## config.mk

```make
export PLATFORM = sky130hd
export DESIGN_NAME = pipe_hazard_ctrl
export DESIGN_NICKNAME = d
export VERILOG_FILES = /design/src/rtl/pipe_ctrl_pkg.sv /design/src/rtl/pipe_hazard_ctrl_sat_counter.sv /design/src/rtl/pipe_hazard_ctrl.sv
export SDC_FILE = /design/constraint.sdc
export NUM_CORES = 1
export LEC_CHECK = 0
export CAP_MARGIN = 0
export CORE_MARGIN = 5
export CORE_UTILIZATION = 44
export DETAILED_ROUTE_END_ITERATION = 12
export GPL_ROUTABILITY_DRIVEN = 0
export PLACE_DENSITY = 0.79
export RECOVER_POWER = 25
export SLEW_MARGIN = 20
export SYNTH_ARGS = -nofsm -noshare
export SYNTH_HDL_FRONTEND = slang
export SYNTH_HIERARCHICAL = 1
export SYNTH_SLANG_ARGS = --single-unit
```

## constraint.sdc

```tcl
create_clock -name clk_i -period 2.05 [get_ports clk_i]
set_input_delay 0.3075 -clock clk_i [delete_from_list [all_inputs] [get_ports clk_i]]
set_output_delay 0.3075 -clock clk_i [all_outputs]
set_load 0.05 [all_outputs]
```

## src/rtl/pipe_ctrl_pkg.sv

```systemverilog
// Shared types and constants for the pipeline hazard controller.
package pipe_ctrl_pkg;

  typedef enum logic [1:0] {
    RUN       = 2'd0,
    LU_BUBBLE = 2'd1,
    MEM_WAIT  = 2'd2
  } pipe_state_e;

  localparam int REG_IDX_W = 5;
  localparam logic [REG_IDX_W-1:0] ZERO_REG = 5'd0;

endpackage

```

## src/rtl/pipe_hazard_ctrl_sat_counter.sv

```systemverilog
// Saturating up-counter: holds at all-ones instead of wrapping.
module sat_counter #(
  parameter int W = 16
) (
  input  logic         clk_i,
  input  logic         rst_n,
  input  logic         inc_i,
  output logic [W-1:0] cnt_o
);

  always_ff @(posedge clk_i or negedge rst_n) begin
    if (!rst_n) begin
      cnt_o <= '0;
    end else if (inc_i && (cnt_o != {W{1'b1}})) begin
      cnt_o <= cnt_o + W'(1);
    end
  end

endmodule

```

## src/rtl/pipe_hazard_ctrl.sv

```systemverilog
// Hazard/sequencing controller for the 5-stage pipeline: load-use bubbles,
// taken-branch flushes, data-memory freezes, plus stall/flush statistics.
module pipe_hazard_ctrl
  import pipe_ctrl_pkg::*;
#(
  parameter int CNT_W       = 16,
  parameter int MEM_TIMEOUT = 64
) (
  input  logic                 clk_i,
  input  logic                 rst_n,
  input  logic [REG_IDX_W-1:0] id_rs_i,
  input  logic [REG_IDX_W-1:0] id_rt_i,
  input  logic                 id_uses_rt_i,
  input  logic                 ex_memread_i,
  input  logic [REG_IDX_W-1:0] ex_rt_i,
  input  logic                 branch_taken_i,
  input  logic                 dmem_req_i,
  input  logic                 dmem_ack_i,
  output logic                 pc_write_o,
  output logic                 ifid_write_o,
  output logic                 ifid_flush_o,
  output logic                 idex_write_o,
  output logic                 idex_flush_o,
  output logic                 exmem_write_o,
  output logic                 exmem_flush_o,
  output logic [CNT_W-1:0]     stall_cnt_o,
  output logic [CNT_W-1:0]     flush_cnt_o,
  output logic                 timeout_o
);

  localparam int WAIT_W = $clog2(MEM_TIMEOUT + 1);
  localparam logic [WAIT_W-1:0] WAIT_LAST = WAIT_W'(MEM_TIMEOUT - 1);

  pipe_state_e       state_q, state_d;
  logic [WAIT_W-1:0] wait_cnt_q;
  logic              memwait;
  logic              loaduse;
  logic              stall_inc;
  logic              flush_inc;

  // Hazard compare and output decode; reset forces every enable/clear low.
  always_comb begin
    pc_write_o    = 1'b1;
    ifid_write_o  = 1'b1;
    ifid_flush_o  = 1'b0;
    idex_write_o  = 1'b1;
    idex_flush_o  = 1'b0;
    exmem_write_o = 1'b1;
    exmem_flush_o = 1'b0;
    flush_inc     = 1'b0;
    state_d       = RUN;

    memwait = dmem_req_i & ~dmem_ack_i;
    loaduse = ex_memread_i && (ex_rt_i != ZERO_REG) &&
              ((ex_rt_i == id_rs_i) || (id_uses_rt_i && (ex_rt_i == id_rt_i)));

    if (!rst_n) begin
      pc_write_o    = 1'b0;
      ifid_write_o  = 1'b0;
      idex_write_o  = 1'b0;
      exmem_write_o = 1'b0;
    end else if (memwait) begin
      pc_write_o    = 1'b0;
      ifid_write_o  = 1'b0;
      idex_write_o  = 1'b0;
      exmem_write_o = 1'b0;
      state_d       = MEM_WAIT;
    end else if (branch_taken_i) begin
      ifid_flush_o  = 1'b1;
      idex_flush_o  = 1'b1;
      exmem_flush_o = 1'b1;
      flush_inc     = 1'b1;
    end else if (loaduse && (state_q != LU_BUBBLE)) begin
      // A load leaving MEM_WAIT is judged exactly like one seen in RUN.
      pc_write_o   = 1'b0;
      ifid_write_o = 1'b0;
      idex_flush_o = 1'b1;
      state_d      = LU_BUBBLE;
    end

    stall_inc = rst_n & ~pc_write_o;
  end

  // State register and consecutive-wait tracking; timeout is sticky until reset.
  always_ff @(posedge clk_i or negedge rst_n) begin
    if (!rst_n) begin
      state_q    <= RUN;
      wait_cnt_q <= '0;
      timeout_o  <= 1'b0;
    end else begin
      state_q <= state_d;
      if (memwait) begin
        if (wait_cnt_q == WAIT_LAST) begin
          timeout_o <= 1'b1;
        end else begin
          wait_cnt_q <= wait_cnt_q + WAIT_W'(1);
        end
      end else begin
        wait_cnt_q <= '0;
      end
    end
  end

  sat_counter #(.W(CNT_W)) u_stall_cnt (
    .clk_i (clk_i),
    .rst_n (rst_n),
    .inc_i (stall_inc),
    .cnt_o (stall_cnt_o)
  );

  sat_counter #(.W(CNT_W)) u_flush_cnt (
    .clk_i (clk_i),
    .rst_n (rst_n),
    .inc_i (flush_inc),
    .cnt_o (flush_cnt_o)
  );

endmodule

```

==> out/results.txt <==
CP Buf/Inv Count: 3
Initial Util: 45.9%
Global Route Usage Sum: 18.4%
Min cycle time layout: 2.01 ns
Reg2reg setup slack: 0.14 ns
Final ANT Viol Nets: 0
Switching power: 1.05 mW
CTS max path bufs: 2
Fmax: 497 MHz
Flop pwr share: 41.6%
Routed wire length: 6150 µm
Slowest-stage cell, CP: or4_4
TritonCTS Sinks: 42
WP data required: 1.74 ns
Pwr Density: 756 nW/µm²
Share of layout cells above drive strength 1: 28.1%
Max-cap violations: 0
Via count: 2114
Worst clock skew: 0.00303 ns
Cells along the critical path: buf_8, or4_4, o221ai_4, buf_6, nor2_4, a21oi_4, buf_12
Register area share after synthesis: 44.0%
Dominant synthesized flop cell: dfrtp_1
Clock power frac: 21.7%
VDD IR max: 0.000671 V
Adder-Cell Fraction of Synth Area: 1.57%
CP Depth: 7
N_diodes: 0
Final Max Slew Viols: 0
Relative slew slack: 45.5%
R2R cell count: 9
Worst reg2reg path startpoint: state_q[0]
CP peak stage delay: 0.54 ns
Tcrit/Tclk final: 98.1%
Num rows: 26
Simple-gate share of the synthesized area: 27.6%
Area post-placement: 3300 µm²
Synthesized Nets: 242
Sw frac: 40.2%
WL per Instance: 16.4 µm
Avg Cell Area, Syn: 11.0 µm²
Worst Tran Pin Value: 0.817 ns
Core area: 5200 µm²
Util after Layout: 66.3%
Multi-input logic area: 1390 µm²
Total Power: 2.61 mW
Syn. warnings: 6
Area leader, netlist: dfrtp_1
Largest cells by area after synthesis: dfrtp_1, xnor2_1, nand4_1, nor4_4, o21a_1
Drt drc: 0
Synth top area share: 44.0%
Hold Violations, Final: 0
IO buf count: 61
Hold Path Class: input port to asynchronous set/reset pin
Final setup fails: 0
Register area: 1050 µm²
Crit. End Element: output pin
DIE AREA: 7010 µm²
Fin area: 3450 µm²
Synth Area in Compound Gates: 14.2%
Critical setup path kind: input port to output pin
Int Pwr: 1.56 mW
Leakage: 1.54 nW
Reg2Reg Capture Point: u_stall_cnt/cnt_o[7]
RSZ-0062 raised after global routing: true
Post-route setup TNS: 0 ns
Post-Synth XOR/XNOR Area: 9.52%
Post-synth EDFFs: 0
# fillers: 424
Drt first-iter violations: 103
DR pass1 iterations: 4
Latest clock arrival within the worst-skew pair: 0.30 ns
Async set or reset register ratio after synthesis: 100%
CTS tree: built
Logic pwr share: 36.7%
Seq cells post-synth: 42
GRT overflow: 0
HPWL Detailed: 4550 µm
CP Launch Type: input port
Number of global-route vias before repair: 2164
Synth Instances: 217
First-pass GRT wire length: 10500 µm
Root buffer cell: clkbuf_8
# IOs: 62
Worst-path maximum fanout: 3
Largest family of logic cells by synthesized area: simple AND/OR/NAND/NOR gates
H-Tree Depth: 2
CTS buffer count: 5
Drt via density: 5.62
Mux cell area share after synthesis: 1.36%
CTS clk-pin slew, worst paths: 0.08 ns
Final net count: 330
DIE WIDTH: 83.7 µm
CP top delay family: simple AND/OR/NAND/NOR gates
DIE HEIGHT: 83.7 µm
Post-Syn Area: 2390 µm²
Worst Path Arrival: 1.70 ns
Antenna violations before repair: 0
Status: complete, no violations
Synth unique cells: 44
Largest net degree at the start of global routing: 16
Syn-to-layout area delta: 44.3%
## cell type report
type,instances,share of cell area (%)
clock buffer,6,2.39
timing repair buffer,85,23.5
sequential,42,30.5
inverter,4,0.435
clock inverter,2,0.363
tap,70,2.54
multi-input combinational,167,40.3
## through the flow
stage          worst slack, ns  instances  hold WS (ns)
3_5_place_dp            -0.648        363         0.317
2_1_floorplan          -0.0852        217        0.0119
4_1_cts                -0.0283        376        0.0442
5_1_grt                -0.0270        376         0.371
3_3_place_gp            -0.571        363         0.309
6_report                0.0384        376         0.320
## cell families after synthesis
family | after synthesis
adders and majority gates | 3
and+or+nand+nor | 91
muxes | 3
xor gates and xnor gates | 26
AOI/OAI and AO/OA | 44
buffers and inverters | 8
DFF | 42
## worst max-delay path by stage
stage / startpoint / to
after CTS: state_q[0] / u_stall_cnt/cnt_o[15]
after global placement: ex_rt_i[0] / u_stall_cnt/cnt_o[7]
final: ex_rt_i[2] / pc_write_o
after global routing: id_rt_i[1] / u_stall_cnt/cnt_o[7]
after floorplan: ex_rt_i[0] / pc_write_o
after detailed placement: ex_rt_i[4] / u_stall_cnt/cnt_o[7]
## sequential cells by signal, summed over array words and instances (netlist names)
signal             count
wait_cnt_q             7
u_stall_cnt/cnt_o     16
state_q                2
timeout_o              1
u_flush_cnt/cnt_o     16
## timing repair
action | in CTS | in global routing
hold buffers | 1 | 0
endpoints found under the hold margin | 14 | 0
endpoints found under the setup margin | 18 | 11
pin swaps | 17 | 21
gates resized for setup | 42 | 40
buffers inserted | 4 | 1
## layout by cell type (no fill, tap or decap), drive strengths merged, types with 10 or more instances in the layout
| master | n |
|---|---|
| nand3 | 14 |
| nand4 | 21 |
| nor2 | 14 |
| buf | 34 |
| clkbuf | 18 |
| clkdlybuf4s50 | 36 |
| dfrtp | 42 |
| xnor2 | 21 |
| a21oi | 10 |
| o21a | 10 |
| nand2 | 15 |
## routing by layer
| metal | part of all wire, % | GRT usage, % |
|---|---|---|
| met5 | 0 | 0 |
| met4 | 1.5 | 5.99 |
| met3 | 5.1 | 4.84 |
| met2 | 49 | 29.5 |
| met1 | 44 | 24.1 |
## power groups by stage
stage / registers, mW / logic, mW / clock network (mW)
after floorplan: 1.39 / 0.239 / 0
after global placement: 1.09 / 0.907 / 0
after detailed placement: 1.09 / 0.926 / 0
after CTS: 1.08 / 0.934 / 0.586
after global routing: 1.11 / 1.00 / 0.622
final: 1.08 / 0.958 / 0.565
## cell usage after synthesis (2+ instances only)
cell,number
dfrtp_1,42
xnor2_1,21
nand4_1,17
nand2_1,15
nand3_1,12
nor2_1,11
a21oi_1,10
o21a_1,10
a31oi_1,7
and3_1,5
xor2_1,5
inv_1,4
nor4_4,4
and4_1,3
buf_4,3
ha_1,3
nor2_2,3
o21ai_0,3
a21o_1,2
a32oi_1,2
and4_2,2
and4_4,2
and4b_1,2
mux2_1,2
nand3_4,2
nand4_2,2
nand4_4,2
nor2b_1,2
nor3_2,2
o211ai_1,2
o31ai_4,2
Note: power is estimated with default switching activity, not from simulation.
